===== src/rtl/seg7_ctrl.sv =====
// Register-programmable seven-segment display controller that time-shares the display between a software DATA register and a debug source.
// Optional build macro SEG7_CTRL_DBG_LIVE_EN: when defined, dbg_q tracks dbg_data every cycle.
module seg7_ctrl #(
   parameter int nr_digit = 8,
   parameter int period_w = 32
) (
   input  logic                  clk,
   input  logic                  rst,
   input  logic                  reg_wen,
   input  logic [1:0]            reg_addr,
   input  logic [31:0]           reg_wdata,
   input  logic                  reg_ren,
   output logic [31:0]           reg_rdata,
   output logic                  reg_rvalid,
   input  logic [4*nr_digit-1:0] dbg_data,
   input  logic                  dbg_valid,
   output logic [4*nr_digit-1:0] disp_data,
   output logic                  disp_src
);

   localparam int dw = 4 * nr_digit;

   typedef enum logic {
      SHOW_SW  = 1'b0,
      SHOW_DBG = 1'b1
   } state_t;

   state_t              state;
   logic [dw-1:0]       data_q;
   logic [dw-1:0]       dbg_q;
   logic [1:0]          mode_q;
   logic [period_w-1:0] period_q;
   logic [period_w-1:0] cnt;
   logic                dbg_seen;

   logic                ctrl_wr;
   logic                period_wr;
   logic                status_wr;
   logic [1:0]          mode_eff;
   logic                unused_wdata;

   assign ctrl_wr   = reg_wen && (reg_addr == 2'd1);
   assign period_wr = reg_wen && (reg_addr == 2'd2);
   assign status_wr = reg_wen && (reg_addr == 2'd3);

   // A CTRL write steers the FSM on the same edge the register loads.
   assign mode_eff     = ctrl_wr ? reg_wdata[1:0] : mode_q;
   assign unused_wdata = ^reg_wdata;

   always_ff @(posedge clk) begin
      if (rst) begin
         data_q   <= '0;
         mode_q   <= '0;
         period_q <= '0;
         dbg_q    <= '0;
         dbg_seen <= 1'b0;
      end else begin
         if (reg_wen) begin
            case (reg_addr)
               2'd0:    data_q   <= reg_wdata[dw-1:0];
               2'd1:    mode_q   <= reg_wdata[1:0];
               2'd2:    period_q <= period_w'(reg_wdata);
               default: ;
            endcase
         end
         // A new capture outranks a coincident clear.
         if (dbg_valid)
            dbg_seen <= 1'b1;
         else if (status_wr)
            dbg_seen <= 1'b0;
`ifdef SEG7_CTRL_DBG_LIVE_EN
         dbg_q <= dbg_data;
`else
         if (dbg_valid)
            dbg_q <= dbg_data;
`endif
      end
   end

   always_ff @(posedge clk) begin
      if (rst) begin
         state <= SHOW_SW;
         cnt   <= '0;
      end else begin
         case (mode_eff)
            2'd1: begin
               state <= SHOW_DBG;
               cnt   <= '0;
            end
            2'd2: begin
               // Register writes restart the dwell in whatever state is current.
               if (ctrl_wr || period_wr) begin
                  cnt <= '0;
               end else if (period_q != '0) begin
                  if (cnt == period_q - period_w'(1)) begin
                     state <= (state == SHOW_SW) ? SHOW_DBG : SHOW_SW;
                     cnt   <= '0;
                  end else begin
                     cnt <= cnt + period_w'(1);
                  end
               end
            end
            default: begin
               state <= SHOW_SW;
               cnt   <= '0;
            end
         endcase
      end
   end

   always_ff @(posedge clk) begin
      if (rst) begin
         disp_data <= '0;
         disp_src  <= 1'b0;
      end else begin
         disp_data <= (state == SHOW_DBG) ? dbg_q : data_q;
         disp_src  <= (state == SHOW_DBG);
      end
   end

   // Reads sample the registers before any same-cycle write lands.
   always_ff @(posedge clk) begin
      if (rst) begin
         reg_rvalid <= 1'b0;
         reg_rdata  <= '0;
      end else begin
         reg_rvalid <= reg_ren;
         if (reg_ren) begin
            case (reg_addr)
               2'd0:    reg_rdata <= 32'(data_q);
               2'd1:    reg_rdata <= {30'd0, mode_q};
               2'd2:    reg_rdata <= 32'(period_q);
               default: reg_rdata <= {30'd0, dbg_seen, disp_src};
            endcase
         end
      end
   end

endmodule


===== config.mk =====
export PLATFORM = sky130hd
export DESIGN_NAME = seg7_ctrl
export DESIGN_NICKNAME = d
export VERILOG_FILES = /design/src/rtl/seg7_ctrl.sv
export SDC_FILE = /design/constraint.sdc
export NUM_CORES = 1
export LEC_CHECK = 0
export CORE_ASPECT_RATIO = 1.25
export CORE_UTILIZATION = 30
export CTS_CLUSTER_DIAMETER = 30
export CTS_CLUSTER_SIZE = 16
export DETAILED_ROUTE_END_ITERATION = 8
export PLACE_DENSITY = 0.49
export SLEW_MARGIN = 15
export SYNTH_ARGS = -nofsm -noshare
export SYNTH_HDL_FRONTEND = slang
export SYNTH_SLANG_ARGS = --single-unit

===== constraint.sdc =====
create_clock -name clk -period 4.41 [get_ports clk]
set_input_delay 0.441 -clock clk [delete_from_list [all_inputs] [get_ports clk]]
set_output_delay 0.441 -clock clk [all_outputs]
set_load 0.05 [all_outputs]

==> out/metrics.csv, run 1 <==
metric;value;unit
distinct cell type count after synthesis;59;
number of standard-cell rows in the floorplan;70;
synthesized net count;1115;
power density of the placed cells;355;nW/um2
number of global-route vias before repair;7205;
portion of synthesized cell area occupied by the leading cell type;0.446;
starting utilization of the core area;0.304;
worst-skew pair later-pin latency;450;ps
post-place setup slack;543;ps
critical path start-end classification;register to register;
share of cells above drive strength 1;0.0776;
Global Route Usage Sum;0.174;
final period utilization;0.876;
core region area;29200;um2
FF-to-FF path depth;9;
Slew Limit Fails;0;
nature of the critical path startpoint;register;
net switching share of the total power;0.268;
Synth Register Bits;198;
portion of total power attributed to combinational logic;0.118;
shortest period the worst path allows;3860;ps
maximum level of the CTS H-tree;4;
main area contributors after synthesis;dfxtp_1 45%, mux2i_1 7.9%, nor2_1 6.7%, nand2_1 6.4%, a21oi_1 5.5%;
number of gates resized after CTS;0;
Initial DRT Pass Iterations;6;
growth of design area from synthesis to finish;25.2;%
R2R Setup Slk;550;ps
# DRC;0;
post-synthesis cell area;8880;um2
Cells on Worst Hold Path;2;
die outline height;194;um
final-report setup violation count;0;
arrival time worst endpoint;4190;ps
synthesis warning total;0;
Mapped Cells;1040;
Final nets;1209;
run status;completed;
r2r startpoint;period_q[0];
pin count of the biggest net entering global routing;101;
die width;156;um
via count;7270;
global-route wire length before repair;40800;um
CTS buffer count;17;
Leakage Power;4.01;nW
count of buffers from port buffering;136;
via density per instance;4.71;
Power Internal;2.89;mW
remaining max-slew budget at the tightest pin;0.246;
worst min-delay path class;register to register;
Clock Power Share;0.406;
antenna violation net count after detailed routing;0;
max-cap violation count;0;
endpoint of the lowest-slack register-to-register path;cnt[3];
post-CTS setup-driven buffer insertion count;0;
number of antenna violations at the first check in global routing;0;
required time at the endpoint of the critical path;4740;ps
share of flip-flops with an asynchronous set or reset after synthesis;0;
WL final;25400;um
register share of total power;0.475;
setup repair after global routing missed its margin;no;
buffer type at the clock tree root;clkbuf_16;
clock sink count;198;
full die area;30300;um2
hold endpoint;data_q[16];
Critical Path Sink Type;register;
library cell with the highest instance count after synthesis;dfxtp_1;
transition time at the pin with the least slew margin;1130;ps
commonest register cell after synthesis;dfxtp_1;
detailed router's first-iteration violation count;332;
largest area contributor in the netlist;dfxtp_1;
post-route setup slack;549;ps
sum of net half-perimeters after detailed placement;17600;um
Post-Route Skew;14.4;ps
critical-path maximum fanout;32;
number of hold-repair buffers added at the cts stage;0;
setup TNS after final layout;0;ps
start point of the worst hold path;data_q[16];
fraction of the yosys area taken by sequential cells;0.446;
CTS tree;done;
largest buffer count on any clock path;2;
net switching power;1.06;mW
post-DR wirelength/cell;16.4;um
maximum vdd drop;0.000272;V
final estimated routing congestion in global placement;0.847;
count of flip-flops with a built-in enable after synthesis;0;
Antenna Cells;0;
commonest cells in the synthesized netlist;198 x dfxtp_1, 158 x nor2_1, 151 x nand2_1;
overall overflow remaining after global route;0;
clock transition at the registers of the reported paths;80;ps
final hold violations;0;
Avg Cell Area, Syn;8.54;um2
highest clock rate;0.259;GHz
I/O pins;137;
-- worst max-delay path, stage by stage (launching register included) --
cell	delay (ps)
dfxtp_1	370
or4_1	680
or3_1	510
or4_1	550
a2111oi_0	490
nand4_1	170
nor4_2	370
or4b_1	170
buf_4	320
nor2_1	90
-- layer usage --
layer | wire length [um] | GRT usage
met1 | 11600 | 0.226
met5 | 0 | 0
met4 | 309 | 0.0483
met3 | 1070 | 0.0375
met2 | 12300 | 0.287
-- logic make-up (layout without fill, tap and decap cells) --
kind of cell,Yosys count,in the layout,share of synthesized area
and+or+nand+nor,455,455,0.237
xor gates and xnor gates,68,68,0.0671
muxes,102,102,0.122
DFF,198,198,0.446
AOI/OAI and AO/OA,130,130,0.0830
buffers and inverters,83,190,0.0386
adders and majority gates,4,4,0.00564
-- registers in the layout (all words and copies together) (netlist names), 2 cells and up --
signal     count
mode_q         2
period_q      32
cnt           32
dbg_q         32
data_q        32
reg_rdata     32
disp_data     32
-- worst max-delay path by stage --
stage | start | to | slack, ps
finish | period_q[0] | cnt[3] | 550
detailed placement | period_q[0] | cnt[9] | 540
global route | period_q[0] | cnt[3] | 330
global placement | period_q[0] | cnt[4] | 590
CTS | period_q[0] | cnt[21] | 530
floorplan | period_q[2] | cnt[13] | 1110
-- power by group through the flow --
stage / clock network, mW / registers, mW / logic, mW
after floorplan: 0 / 1.93 / 0.274
after global placement: 0 / 1.92 / 0.470
after detailed placement: 0 / 1.92 / 0.471
after CTS: 1.65 / 1.88 / 0.473
after global routing: 1.73 / 1.88 / 0.510
final: 1.60 / 1.88 / 0.468
-- per-stage QoR --
| stage | std cells | cell area (um2) | util | total power [mW] | hold WS, ps |
|---|---|---|---|---|---|
| floorplan | 1040 | 8880 | - | 2.21 | 446 |
| global placement | 1511 | 10500 | 0.361 | 2.39 | 463 |
| detailed placement | 1511 | 10500 | 0.361 | 2.39 | 466 |
| CTS | 1543 | 11100 | 0.381 | 4.00 | 476 |
| global route | 1543 | 11100 | 0.381 | 4.12 | 496 |
| finish | 1543 | 11100 | 0.381 | 3.95 | 474 |
-- area by class of cell --
class                   count  area [um2]
repair buffers            147        1440
fillers                  2977       18000
well taps                 396         495
multi-input cells         759        4580
clock inverters            15         168
inverters                  11        41.3
clock buffers              17         425
flip-flops and latches    198        3970
-- layout by cell type, fill, tap and decap left out, types with 3 or more instances in the layout --
| master | count |
|---|---|
| nand3_1 | 13 |
| nor2b_1 | 36 |
| a31oi_1 | 3 |
| clkdlybuf4s50_1 | 133 |
| mux2_2 | 30 |
| inv_1 | 11 |
| nand2b_1 | 8 |
| xor2_1 | 32 |
| or3_1 | 4 |
| nor4_1 | 10 |
| nor3_1 | 20 |
| nor4b_1 | 3 |
| xnor2_1 | 36 |
| clkbuf_16 | 17 |
| mux2i_1 | 70 |
| and3_1 | 5 |
| o22ai_1 | 3 |
| inv_6 | 5 |
| nand4_1 | 12 |
| clkinv_4 | 4 |
| o31ai_1 | 3 |
| and4_1 | 5 |
| nor2_1 | 157 |
| nand2_1 | 151 |
| o211ai_1 | 4 |
| a21oi_1 | 98 |
| buf_4 | 11 |
| o21ai_0 | 3 |
| dfxtp_1 | 197 |
| nand3b_1 | 5 |
| ha_1 | 4 |
| or4_1 | 8 |
(Power assumes the default switching activity.)
==> inputs of run 2 (changes only) <==
CTS_CLUSTER_SIZE = default   (was 16)
==> results of run 2 <==
The final DEF is identical to that of run 1; final timing and power are the same.
==> inputs of run 3 (changes only) <==
ABC_CLOCK_PERIOD_IN_PS = 4410   (was default)
SKIP_CTS_REPAIR_TIMING = 1   (was default)
==> results of run 3 <==
The final DEF is identical to that of run 1; final timing and power are the same.
